## config.mk

```make
export PLATFORM = sky130hd
export DESIGN_NAME = klingon_scan_display
export DESIGN_NICKNAME = d
export VERILOG_FILES = /design/src/rtl/klingon_scan_display.sv
export SDC_FILE = /design/constraint.sdc
export NUM_CORES = 1
export LEC_CHECK = 0
export CORE_ASPECT_RATIO = 1.1
export CORE_UTILIZATION = 57
export CTS_CLUSTER_DIAMETER = 60
export DETAILED_ROUTE_END_ITERATION = 7
export PLACE_DENSITY = 0.88
export SLEW_MARGIN = 20
export SYNTH_ARGS = -nofsm -noshare
export SYNTH_HDL_FRONTEND = slang
export SYNTH_SLANG_ARGS = --single-unit
```

## constraint.sdc

```tcl
create_clock -name clk -period 6.3 [get_ports clk]
set_clock_uncertainty 0.1 [all_clocks]
set_input_delay 1.26 -clock clk [delete_from_list [all_inputs] [get_ports clk]]
set_output_delay 1.26 -clock clk [all_outputs]
set_load 0.005 [all_outputs]
```

## src/rtl/klingon_scan_display.sv

```systemverilog
// klingon_scan_display: multiplexed DIGITS-wide BCD display, Klingon or decimal glyphs.
// Define KLINGON_LEADING_BLANK_EN to blank leading zero digits (digit 0 always shown).
module klingon_scan_display #(
  parameter int DIGITS   = 4,
  parameter int PRESCALE = 16
) (
  input  logic                  clk,
  input  logic                  reset,
  input  logic                  load,
  input  logic [4*DIGITS-1:0]   din,
  input  logic                  inc,
  input  logic                  mode,
  output logic [6:0]            seg,
  output logic [DIGITS-1:0]     an,
  output logic                  wrap
);
  localparam int IW = DIGITS > 1 ? $clog2(DIGITS) : 1;
  localparam int PW = PRESCALE > 1 ? $clog2(PRESCALE) : 1;
  logic [4*DIGITS-1:0] held, held_inc;
  logic [DIGITS:0]     carry;
  logic [IW-1:0]       idx;
  logic [PW-1:0]       pre;
  logic [3:0]          cur;
  logic [6:0]          glyph;
  logic                blank, pre_last;
  // ripple increment: 9 and illegal nibbles roll to 0 and carry
  always_comb begin
    carry[0] = 1'b1;
    held_inc = held;
    for (int k = 0; k < DIGITS; k++) begin
      held_inc[4*k +: 4] = !carry[k] ? held[4*k +: 4] :
                           held[4*k +: 4] >= 4'd9 ? 4'd0 : held[4*k +: 4] + 4'd1;
      carry[k+1] = carry[k] && held[4*k +: 4] >= 4'd9;
    end
  end
  assign cur      = held[4*idx +: 4];
  assign pre_last = pre == PW'(PRESCALE - 1);
`ifdef KLINGON_LEADING_BLANK_EN
  assign blank = idx != '0 && (held >> (4*idx)) == '0;
`else
  assign blank = 1'b0;
`endif
  always_comb begin
    glyph = 7'h00;
    case (cur)
      4'd0: glyph = mode ? 7'h3f : 7'h5c;
      4'd1: glyph = mode ? 7'h06 : 7'h30;
      4'd2: glyph = mode ? 7'h5b : 7'h36;
      4'd3: glyph = 7'h4f;
      4'd4: glyph = 7'h66;
      4'd5: glyph = 7'h6d;
      4'd6: glyph = mode ? 7'h7d : 7'h71;
      4'd7: glyph = 7'h07;
      4'd8: glyph = 7'h7f;
      4'd9: glyph = 7'h6f;
      default: glyph = 7'h00;
    endcase
  end
  always_ff @(posedge clk) begin
    if (reset) begin
      held <= '0;
      idx  <= '0;
      pre  <= '0;
      seg  <= 7'h00;
      an   <= '1;
      wrap <= 1'b0;
    end else begin
      held <= load ? din : inc ? held_inc : held;
      wrap <= !load && inc && carry[DIGITS];
      pre  <= pre_last ? '0 : pre + 1'b1;
      if (pre_last) idx <= idx == IW'(DIGITS - 1) ? '0 : idx + 1'b1;
      an   <= ~(DIGITS'(1) << idx);
      seg  <= blank ? 7'h00 : glyph;
    end
  end
endmodule

```

# --- Yosys cells after proc, flatten, opt, wreduce, memory -nomap -nowiden ---
# Index checks and enable logic that the tools add are counted.
totals:
  out_inout_bits: 12
  ram_bits: 0
  ff_bits: 34
  latch_bits: 0
  romBits: 0
  mem_count: 0
  in_bits: 21
classes:
  n_addsub: 6
  n_reduce_logical: 15
  order_cmp: 4
  div_mod_pow: 0
  mul: 0
  shift: 2
  n_mux: 15
  eq_ne: 11
  bitwise_logic: 1
ops:
  columns: ["op", "count"]
  rows:
  - ["7-bit case mux with 10 select lines", 1]
  - ["16-bit 2-to-1 mux", 2]
  - ["4-bit 2-to-1 mux", 8]
  - ["4-bit by 1-bit adder with 4-bit output, second input constant", 5]
  - ["4-bit by 3-bit equality test with 1-bit output, second input constant", 4]
  - ["4-bit greater-or-equal comparator, second input constant", 4]
  - ["16-bit by 5-bit indexed part select with 4-bit output", 1]
  - ["7-bit 2-to-1 mux", 2]
  - ["4-bit equality test, second input constant", 3]
  - ["4-bit by 2-bit equality test with 1-bit output, second input constant", 2]
  - ["2-bit nonzero test", 4]
  - ["6-bit 2-to-1 mux", 1]
  - ["2-bit AND reduction", 3]
  - ["1-bit logical AND", 5]
  - ["4-bit by 1-bit equality test with 1-bit output, second input constant", 1]
  - ["4-bit zero test", 1]
  - ["4-bit NOT", 1]
  - ["1-bit by 2-bit << shifter with 4-bit output, first input constant", 1]
  - ["2-bit by 1-bit adder with 2-bit output, second input constant", 1]
  - ["2-bit equality test, second input constant", 1]
  - ["2-bit 2-to-1 mux", 1]
  - ["2-bit OR reduction", 1]
  - ["1-bit zero test", 1]

# --- Longest topological paths before layout ---
# Gate-level depths: netlist of run 1.
logic_depth:
  ltp_word: 6
  depth_mapped: 8
  ltp_nobuf: 7

# --- Least setup slack after synthesis of run 1 ---
# Ideal clock, no wire load.
synth_timing:
  path_type: "input-to-reg"
  start: "in inc"
  end: "reg held[13]"
  path_stages: 6
  path_buffers: 2
  path_slack_ps: 3727
  arrival_ps: 2346
  path_cell_list: "buf_2 and3_1 clkbuf_1 a31oi_1 a222oi_1 nor2_1"
synth_between:
  elab_chain_cells: 2
synth_rtl:
  columns: ["element", "line", "text"]
  rows:
  - ["start: declaration", "11", "input logic inc,"]
  - ["2-bit nonzero test (no line)", null, null]
  - ["2-bit AND reduction (no line)", null, null]
  - ["end signal: assignment", "68", "held <= load ? din : inc ? held_inc : held;"]
  - ["end: declaration", "19", "logic [4*DIGITS-1:0] held, held_inc;"]
# No other way between the ends.
# A chain may end at the register's enable or synchronous reset.

# --- Worst setup path after layout of run 1 ---
layout_timing:
  start: "in load"
  end: "reg held[9]"
layout_between:
  elab_chain_cells: 2
  word_cells_on_any_way: 4
  classes_between: "1 x mux; 3 x reduce/logical"
layout_rtl:
  columns: ["element", "line", "text"]
  rows:
  - ["start: declaration", "9", "input logic load,"]
  - ["2-bit nonzero test (no line)", null, null]
  - ["2-bit AND reduction (no line)", null, null]
# Several ways; a longest one is shown, not always the timed one.

==> results of run 1 <==
==> layout by cell type, fill, tap and decap left out, types with 3 or more instances in the layout <==
master	Yosys	routed
a211oi_1	5	5
a211oi_2	3	3
a21oi_1	12	12
a31oi_1	5	5
clkbuf_4	0	5
clkdlybuf4s50_1	0	32
dfxtp_1	34	34
ha_1	17	17
inv_1	14	14
mux4_2	3	3
nand2_1	15	15
nand2b_1	6	6
nand3_1	8	8
nor2_1	26	26
nor2b_1	4	4
nor3_1	10	10
nor3b_1	3	3
o21ai_0	7	7
xnor2_1	3	3
==> registers in the layout (all words and copies together) (netlist names) <==
register	cells
an	4
held	16
idx	2
pre	4
seg	7
wrap	1
==> layer usage <==
layer	up-vias	GRT usage [%]	wire, um
met5	-	0	0
met4	0	11.0	82
met3	7	5.34	202
met2	66	40.8	2020
met1	803	29.8	1770
li1	855	-	-
==> final cells by class <==
class / instances / share of cell area (%)
Tap cell: 36 / 1.93
Timing Repair Buffer: 32 / 13.7
Inverter: 14 / 2.25
Clock inverter: 1 / 0.214
Multi-Input combinational cell: 163 / 50.3
Sequential cell: 34 / 29.2
Clock buffer: 7 / 2.36
==> power by group through the flow <==
stage | sequential [uW] | clock (uW) | combinational [uW]
floorplan | 244 | 0 | 63.0
global placement | 247 | 0 | 93.2
detailed placement | 248 | 0 | 96.1
CTS | 242 | 133 | 96.7
global route | 245 | 141 | 108
finish | 243 | 131 | 97.0
==> metrics by stage <==
step | power [uW] | hold WS [ps] | setup WS [ps] | instance area (um2) | utilization [%]
5_1_grt | 494 | 418 | 3120 | 2330 | 70.6
3_5_place_dp | 344 | 381 | 2960 | 2270 | 68.8
6_report | 471 | 393 | 3290 | 2330 | 70.6
2_1_floorplan | 307 | 349 | 3730 | 1970 | -
3_3_place_gp | 340 | 371 | 3060 | 2270 | 68.8
4_1_cts | 472 | 396 | 3320 | 2330 | 70.6
==> logic make-up after synthesis <==
group,after synthesis,synth area share (%)
flops,34,34.6
simple gates,87,22.7
fa+ha+maj,17,10.8
xor+xnor,4,1.78
mux,8,6.94
compound gates,47,17.5
buf+inv,26,5.60
==> worst max path at each step <==
stage / startpoint / endpoint / slack, ps / cells after the start
4_1_cts: load / held[9] / 3320 / 5
3_3_place_gp: load / held[8] / 3060 / 5
5_1_grt: load / held[9] / 3120 / 5
6_report: load / held[9] / 3290 / 5
3_5_place_dp: load / held[9] / 2960 / 5
2_1_floorplan: inc / held[13] / 3730 / 6
==> flow_summary.rst, run 1 <==
.. list-table::
   :header-rows: 1

   * - Metric
     - Value
   * - Outcome
     - complete, no violations
   * - Area of the die
     - 3690 um2
   * - Routed wirelength normalized by instance count
     - 14.2 um
   * - Part of the Yosys area used for sequential elements
     - 34.6%
   * - Multi-input gate area
     - 1170 um2
   * - Hold Path Stages
     - 1
   * - Flop-to-flop setup slack
     - 3960 ps
   * - Master cell of the clock root buffer
     - clkbuf_4
   * - Worst Setup Start Kind
     - input port
   * - Area of the core region
     - 3300 um2
   * - Ratio of cells with drive above 1 in the final layout
     - 8.76%
   * - Filler Cells Inserted
     - 263
   * - Final count of pins violating max slew
     - 0
   * - Global-route wire length before repair
     - 6980 um
   * - Data arrival time of the worst path
     - 3160 ps
   * - Commonest cells post-synth
     - dfxtp_1 (34), nor2_1 (26), ha_1 (17)
   * - Max stage delay cell, worst path
     - clkdlybuf4s50_1
   * - Number of buffers created by CTS
     - 5
   * - Crit path capture type
     - flip-flop
   * - Routability congestion estimate
     - 0.832
   * - Most common flop cell mapped by yosys
     - dfxtp_1
   * - Max Fclk
     - 0.333 GHz
   * - Critical path buffer and inverter count
     - 2
   * - IR Drop Worst-Case VDD
     - 0.123 mV
   * - Deepest level of the CTS H-tree
     - 2
   * - Antenna diode instance count
     - 0
   * - Normalized max-slew margin
     - 31.7%
   * - EDFF count, synth
     - 0
   * - Number of global-route vias before repair
     - 1,627
   * - Finished Layout Cells
     - 287
   * - Setup repair after global routing missed its margin
     - no
   * - Detailed-routing iteration count for the pre-antenna-repair pass
     - 6
   * - Post-synthesis net count
     - 261
   * - Maximum number of pins on one net before global-route repair
     - 31
   * - Die span in y
     - 63.6 um
   * - Horizontal extent of the die
     - 58.0 um
   * - Most frequent cell after synthesis
     - dfxtp_1
   * - Static power due to leakage
     - 0.000912 uW
   * - Type of the most critical hold path
     - flip-flop to flip-flop
   * - Largest area contributor in the netlist
     - dfxtp_1
   * - Post-cts sizing count
     - 0
   * - Dpl cells
     - 279
   * - Gate count of the mapped netlist
     - 223
   * - Area grow syn2layout
     - 18.7%
   * - Share of flip-flops with an asynchronous set or reset
     - 0%
   * - Quantity of I/O buffers inserted on ports
     - 32
   * - Clk pwr share
     - 27.9%
   * - Max clock buf depth
     - 2
   * - Count of max-cap constraint violations
     - 0
   * - Final-stage net count
     - 288
   * - Switching power as a share of total power
     - 29.1%
   * - Critical path data required time
     - 6460 ps
   * - Final Cycle Share
     - 47.7%
   * - WS Path Type
     - input port to flip-flop
   * - IO Count
     - 33
   * - Worst path max stage delay
     - 920 ps
   * - Yosys warning total
     - 0
   * - Area of the mapped netlist
     - 1970 um2
   * - Routed vias/inst
     - 6.03
   * - Global-route total usage across every layer
     - 24.5%
   * - Clock latency on the worst-skew pair
     - 340 ps
   * - Sinks on the clock net
     - 34
   * - DRC Markers
     - 0
   * - Row Count
     - 22
   * - Total area of sequential cells
     - 681 um2
   * - Hold Vio Cnt, Final
     - 0
   * - Sequential fraction of design power
     - 51.5%
   * - Ranking of synthesized cells by area
     - dfxtp_1 (35%), ha_1 (11%), nor2_1 (5.0%)
   * - Global route overflow
     - 0
   * - Power density of the placed cells
     - 202 nW/um2
   * - Setup-violating endpoint count in the final report
     - 0
   * - Worst reg2reg path endpoint
     - seg[6]
   * - Iter 0 DRT Violations
     - 68
   * - Total Negative Setup Slacks
     - 0 ps
   * - Startpoint of the most critical register-to-register path
     - idx[0]
   * - Critical-path maximum fanout
     - 22
   * - Critical path's top delay family
     - buffers and inverters
   * - Unique cell type count in the Yosys netlist
     - 47
   * - Number of post-CTS setup repair buffers
     - 0
   * - Post-route antenna net violation count
     - 0
   * - R2R depth
     - 5
   * - Source of the worst hold timing path
     - pre[0]
   * - Vias post-DR
     - 1,731
   * - Count of state elements after synthesis
     - 34
   * - Avg Cell Area, Syn
     - 8.81 um2
   * - Endpoint of the worst hold path
     - pre[0]
   * - CTS clock-pin slew for the worst setup and hold paths
     - 110 ps
   * - Number of antenna violations at the first check in global routing
     - 0
   * - Sequence of cells on the critical path
     - clkdlybuf4s50_1 -> inv_1 -> o21ai_0 -> nand3_1 -> a31oi_1
   * - Part of the total power dissipated in combinational logic
     - 20.6%
   * - Starting density of the core
     - 59.5%
   * - Slew at the pin with the worst max-slew slack
     - 1020 ps
   * - Hold buffer count at cts
     - 0
   * - Internal power
     - 334 uW
   * - Final wirelength
     - 4080 um
   * - CTS tree
     - yes
   * - Time the final worst path needs with I/O delays and setup
     - 3010 ps
   * - Sw Pwr
     - 137 uW
   * - Final HPWL from detailed placement
     - 2920 um
   * - Top cell type's share of synthesized area
     - 34.6%
(Power assumes the default switching activity.)
==> run 2, diff against run 1 <==
- CORE_UTILIZATION: 57 -> 48
- PLACE_DENSITY: 0.88 -> 0.79
- clock period: 6.3 -> 2.7 ns (I/O delays scaled with it)
==> run 2 against run 1 <==
Sequential power is 130% higher. Sequential share of layout area down 1.1 points. Combinational power is 130% higher. Hold slack lost 2.5 ps. Via count decreased by 3.9%. First-iteration DRC count increased by 88%.
==> flow_summary.rst, run 2 (synthesis results as in run 1) <==
.. list-table::
   :header-rows: 1

   * - Metric
     - Value
   * - CP dominant cell by count
     - a211oi_1
   * - CTS tree
     - yes
   * - Antenna diode instance count
     - 0
   * - Max clock buf depth
     - 2
   * - Worst Setup Start Kind
     - flip-flop
   * - Ratio of cells with drive above 1 in the final layout
     - 10.5%
   * - Number of flip-flops under the largest register name
     - 16
   * - Biggest registers after layout
     - held: 16 flops, seg: 7 flops
   * - Flop-to-flop setup slack
     - 510 ps
   * - Area grow syn2layout
     - 23.2%
   * - Final-stage net count
     - 293
   * - Filler Cells Inserted
     - 336
   * - Area of the die
     - 4360 um2
   * - Part of the total power dissipated in combinational logic
     - 19.2%
   * - Final count of pins violating max slew
     - 0
   * - Hold Path Stages
     - 1
   * - Final wirelength
     - 3760 um
   * - Clk pwr share
     - 32.4%
   * - Worst reg2reg path endpoint
     - held[15]
   * - Routed vias/inst
     - 5.40
   * - Quantity of I/O buffers inserted on ports
     - 32
   * - Die span in y
     - 69.1 um
   * - Type of the most critical hold path
     - flip-flop to flip-flop
   * - Routability congestion estimate
     - 0.810
   * - Switching power as a share of total power
     - 26.4%
   * - Sequential fraction of design power
     - 48.3%
   * - Most frequent cells in the layout
     - dfxtp_1 (34), clkdlybuf4s50_1 (32), nor2_1 (26)
   * - Worst path max stage delay
     - 460 ps
   * - Time the final worst path needs with I/O delays and setup
     - 2190 ps
   * - Vias post-DR
     - 1,664
   * - Max stage delay cell, worst path
     - or3b_2
   * - Startpoint of the most critical register-to-register path
     - held[1]
   * - Post-route antenna net violation count
     - 0
   * - Sinks on the clock net
     - 34
   * - Max Fclk
     - 0.456 GHz
   * - Master cell of the clock root buffer
     - clkbuf_8
   * - Outcome
     - complete, no violations
   * - Row Count
     - 24
   * - Post-cts sizing count
     - 0
   * - Total Negative Setup Slacks
     - 0 ps
   * - Slew at the pin with the worst max-slew slack
     - 546 ps
   * - CTS clock-pin slew for the worst setup and hold paths
     - 70 ps
   * - Deepest level of the CTS H-tree
     - 2
   * - Detailed-routing iteration count for the pre-antenna-repair pass
     - 4
   * - Final HPWL from detailed placement
     - 2740 um
   * - Internal power
     - 861 uW
   * - Hold buffer count at cts
     - 0
   * - Count of max-cap constraint violations
     - 0
   * - Final Cycle Share
     - 81.2%
   * - Launching instance or port of the critical path
     - held[1]
   * - DRC Markers
     - 0
   * - Starting density of the core
     - 50.0%
   * - Sw Pwr
     - 309 uW
   * - Setup repair after global routing missed its margin
     - no
   * - Number of buffers created by CTS
     - 5
   * - Maximum number of pins on one net before global-route repair
     - 21
   * - Area of the core region
     - 3930 um2
   * - Number of antenna violations at the first check in global routing
     - 0
   * - Iter 0 DRT Violations
     - 128
   * - R2R depth
     - 7
   * - Clock latency on the worst-skew pair
     - 290 ps
   * - Horizontal extent of the die
     - 63.0 um
   * - Hold Vio Cnt, Final
     - 0
   * - Number of post-CTS setup repair buffers
     - 0
   * - Leading cell type in the layout, fill and taps excluded
     - dfxtp_1
   * - Critical-path maximum fanout
     - 9
   * - Data arrival time of the worst path
     - 2300 ps
   * - Normalized max-slew margin
     - 63.1%
   * - Global route overflow
     - 0
   * - Reg with most FFs
     - held
   * - Crit path capture type
     - flip-flop
   * - Sequence of cells on the critical path
     - inv_1 -> ha_1 -> or3b_2 -> and3_1 -> a31oi_1 -> a211oi_1 -> a211oi_1
   * - Number of global-route vias before repair
     - 1,519
   * - Static power due to leakage
     - 0.000950 uW
   * - Power, Total
     - 1170 uW
   * - Critical path data required time
     - 2810 ps
   * - Global-route total usage across every layer
     - 19.2%
   * - WS Path Type
     - flip-flop to flip-flop
   * - Power density of the placed cells
     - 483 nW/um2
   * - Routed wirelength normalized by instance count
     - 12.2 um
   * - Setup-violating endpoint count in the final report
     - 0
   * - Endpoint of the worst hold path
     - pre[0]
   * - IO Count
     - 33
   * - Source of the worst hold timing path
     - pre[0]
   * - Global-route wire length before repair
     - 6660 um
   * - IR Drop Worst-Case VDD
     - 0.386 mV
run 2: cell count changes in the layout (fill, tap and decap cells not counted), sizes merged:
cell,previous run,this run
buf,0,5
run 2: cell type report:
cell class	count	area (um2)	share of cell area, %
Multi-Input combinational cell	163	1170	48.5
Clock inverter	1	5.00	0.207
Timing Repair Buffer	37	358	14.8
Sequential cell	34	681	28.1
Clock buffer	7	86.3	3.56
Inverter	14	52.6	2.17
Tap cell	52	65.1	2.69
run 2: critical path, delay by kind of cell (launching register included):
| kind | cells | cell delay [ps] |
|---|---|---|
| flops | 1 | 390 |
| buf+inv | 1 | 100 |
| compound gates | 3 | 600 |
| fa+ha+maj | 1 | 170 |
| simple gates | 2 | 750 |
run 2: layer usage:
metal / up-vias / GRT usage [%] / share of wire [%]
met5: - / 0 / 0
met4: 0 / 8.79 / 1.9
met3: 7 / 4.14 / 3.3
met2: 38 / 31.7 / 47
met1: 763 / 23.7 / 48
li1: 856 / - / -
run 2: worst max-delay path by stage:
stage               endpoint  slack [ps]  cells after the start
finish              held[15]         510                      7
global route        held[15]         300                      7
CTS                 held[15]         490                      7
detailed placement  held[12]         250                      5
global placement    held[12]         310                      5
floorplan             seg[2]         590                      6
run 2: through the flow:
stage | cell area (um2) | cells | util (%) | hold slack (ps) | setup WS [ps]
finish | 2420 | 308 | 61.6 | 391 | 509
global route | 2420 | 308 | 61.6 | 408 | 300
CTS | 2420 | 308 | 61.6 | 390 | 491
detailed placement | 2330 | 300 | 59.3 | 378 | 253
global placement | 2330 | 300 | 59.3 | 371 | 309
floorplan | 1970 | 223 | - | 349 | 589
run 2: power by group through the flow:
stage	Sequential (uW)	Combinational, uW	Clock (uW)
CTS	566	225	392
global route	571	253	417
detailed placement	577	224	0
floorplan	569	147	0
global placement	576	222	0
finish	566	225	380
==> run 3, diff against run 2 <==
- clock period: 2.7 -> 1.9 ns (I/O delays scaled with it)
==> run 3 against run 2 <==
The flow now finishes with violations (negative setup slack). Power up 79%. Setup slack worse by 530 ps. First-iteration DRC count up 31%. Cell count up 13%. Sequential cell count unchanged. Global-route usage up 4.9 points. Clock power up 110%. Highest routed layer unchanged.
==> flow_summary.rst, run 3 (synthesis results as in run 1) <==
.. list-table::
   :header-rows: 1

   * - Metric
     - Value
   * - Outcome
     - finished with violations
   * - Violations in the final reports
     - negative setup slack
   * - Worst Setup Start Kind
     - flip-flop
   * - Power, Total
     - 2090 uW
   * - Slack of the critical path
     - -21.8 ps
   * - R2R depth
     - 6
   * - Max Fclk
     - 0.520 GHz
   * - Sinks on the clock net
     - 34
   * - Row Count
     - 24
   * - Max stage delay cell, worst path
     - mux4_2
   * - Number of global-route vias before repair
     - 1,910
   * - Static power due to leakage
     - 0.00120 uW
   * - Type of the most critical hold path
     - flip-flop to flip-flop
   * - Final wirelength
     - 5170 um
   * - Area of the die
     - 4360 um2
   * - DRC Markers
     - 0
   * - Final HPWL from detailed placement
     - 3290 um
   * - Dpl ws
     - -100 ps
   * - Clock latency on the worst-skew pair
     - 300 ps
   * - Flop-to-flop setup slack
     - -20 ps
   * - Hold Vio Cnt, Final
     - 0
   * - Antenna diode instance count
     - 0
   * - Setup-violating endpoint count in the final report
     - 3
   * - Startpoint of the most critical register-to-register path
     - held[5]
   * - Sequence of cells on the critical path
     - buf_6 -> mux4_2 -> or2_1 -> and2_4 -> or2_4 -> a311oi_2
   * - Vias post-DR
     - 1,941
   * - Hold buffer count at cts
     - 0
   * - Leading cell type in the layout, fill and taps excluded
     - buf_4
   * - IR Drop Worst-Case VDD
     - 0.431 mV
   * - Layout Cell Area excl Fill
     - 2960 um2
   * - CTS tree
     - yes
   * - Filler Cells Inserted
     - 255
   * - Power density of the placed cells
     - 709 nW/um2
   * - Number of buffers created by CTS
     - 5
   * - Horizontal extent of the die
     - 63.0 um
   * - Count of max-cap constraint violations
     - 0
   * - Data arrival time of the worst path
     - 2040 ps
   * - Ratio of cells with drive above 1 in the final layout
     - 34.8%
   * - Global-route total usage across every layer
     - 24.1%
   * - Final Cycle Share
     - 101%
   * - Smallest hold slack
     - 387 ps
   * - Finished Layout Cells
     - 348
   * - Critical-path maximum fanout
     - 5
   * - Critical path buffer and inverter count
     - 1
   * - Area grow syn2layout
     - 50.4%
   * - Global route overflow
     - 0
   * - CTS clock-pin slew for the worst setup and hold paths
     - 70 ps
   * - Routed wirelength normalized by instance count
     - 14.9 um
   * - Worst reg2reg path endpoint
     - seg[2]
   * - Worst path max stage delay
     - 460 ps
   * - Quantity of I/O buffers inserted on ports
     - 32
   * - Normalized max-slew margin
     - 76.2%
   * - Starting density of the core
     - 50.0%
   * - Setup repair after global routing missed its margin
     - yes
   * - Critical path's top delay family
     - simple AND/OR/NAND/NOR gates
   * - Dpl cells
     - 335
   * - Maximum number of pins on one net before global-route repair
     - 29
   * - Final-stage net count
     - 333
   * - Launching instance or port of the critical path
     - held[5]
   * - Routed vias/inst
     - 5.58
   * - Worst setup path end
     - seg[2]
   * - Master cell of the clock root buffer
     - clkbuf_8
   * - Crit path capture type
     - flip-flop
   * - Iter 0 DRT Violations
     - 168
   * - Routability congestion estimate
     - 0.957
   * - Detailed-routing iteration count for the pre-antenna-repair pass
     - 4
   * - Final count of pins violating max slew
     - 0
   * - Most frequent cells in the layout
     - buf_4 (40), clkdlybuf4s50_1 (32), dfxtp_1 (26)
   * - Number of antenna violations at the first check in global routing
     - 0
   * - Placement-stage cell area
     - 2630 um2
   * - Area of the core region
     - 3930 um2
   * - Deepest level of the CTS H-tree
     - 2
   * - Time the final worst path needs with I/O delays and setup
     - 1920 ps
   * - IO Count
     - 33
   * - WS Path Type
     - flip-flop to flip-flop
   * - Reg with most FFs
     - held
   * - Slew at the pin with the worst max-slew slack
     - 347 ps
   * - Biggest registers after layout
     - held: 16 flops, seg: 7 flops
   * - Total stage count of the critical path
     - 6
   * - Post-route antenna net violation count
     - 0
   * - Die span in y
     - 69.1 um
   * - Critical path data required time
     - 2010 ps
   * - Number of flip-flops under the largest register name
     - 16
   * - Max clock buf depth
     - 2
   * - Global-route wire length before repair
     - 8210 um
## run 3: changes by cell type in the layout (fill, tap and decap cells not counted), moves of 3 or more
cell	previous run	this run
dfxtp_2	0	3
o21ai_0	7	4
ha_1	17	13
o21ai_1	0	3
dfxtp_1	34	26
buf_4	5	40
inv_2	0	4
dfxtp_4	0	5
buf_6	0	4
inv_1	14	10
## run 3: cell type report
class | instances | area [um2] | area share [%]
Clock inverter | 3 | 68.8 | 2.33
Sequential cell | 34 | 703 | 23.8
Inverter | 14 | 52.6 | 1.78
Clock buffer | 5 | 68.8 | 2.33
Tap cell | 52 | 65.1 | 2.20
Timing Repair Buffer | 77 | 686 | 23.2
Multi-Input combinational cell | 163 | 1310 | 44.4
## run 3: worst min-delay path by stage
stage,startpoint,to,cells past startpoint
floorplan,pre[0],pre[0],1
global placement,pre[0],pre[0],1
detailed placement,pre[0],pre[0],1
CTS,pre[0],pre[0],1
global route,pre[0],pre[0],1
finish,pre[0],pre[0],1
## run 3: stage by stage
stage / utilization [%] / setup TNS, ps
6_report: 75.2 / -44.8
4_1_cts: 72.2 / -24.2
5_1_grt: 75.2 / -611
3_3_place_gp: 67.0 / -173
3_5_place_dp: 67.0 / -648
2_1_floorplan: - / -445
## run 3: timing repair
item                                    4_1_cts  5_1_grt
endpoints found under the setup margin       15       20
buffers inserted                              3        2
pin swaps                                     4       14
resized for setup                            15       33
## run 3: worst reg2reg max path, cell delays in order, from the launching register on
cell	delay [ps]
dfxtp_2	340
buf_6	110
mux4_2	460
or2_1	240
and2_4	160
or2_4	260
a311oi_2	180
## run 3: metal layers
metal | wire length [um] | track usage, % | up-vias
li1 | - | - | 936
met3 | 252 | 4.97 | 13
met5 | 0 | 0 | -
met4 | 167 | 11.9 | 0
met2 | 2720 | 43.0 | 75
met1 | 2030 | 26.7 | 917
## run 3: power by group
group	total (uW)	switching, uW	internal (uW)
registers	794	36.4	758
clock network	815	290	526
logic	485	217	268
total	2090	543	1550
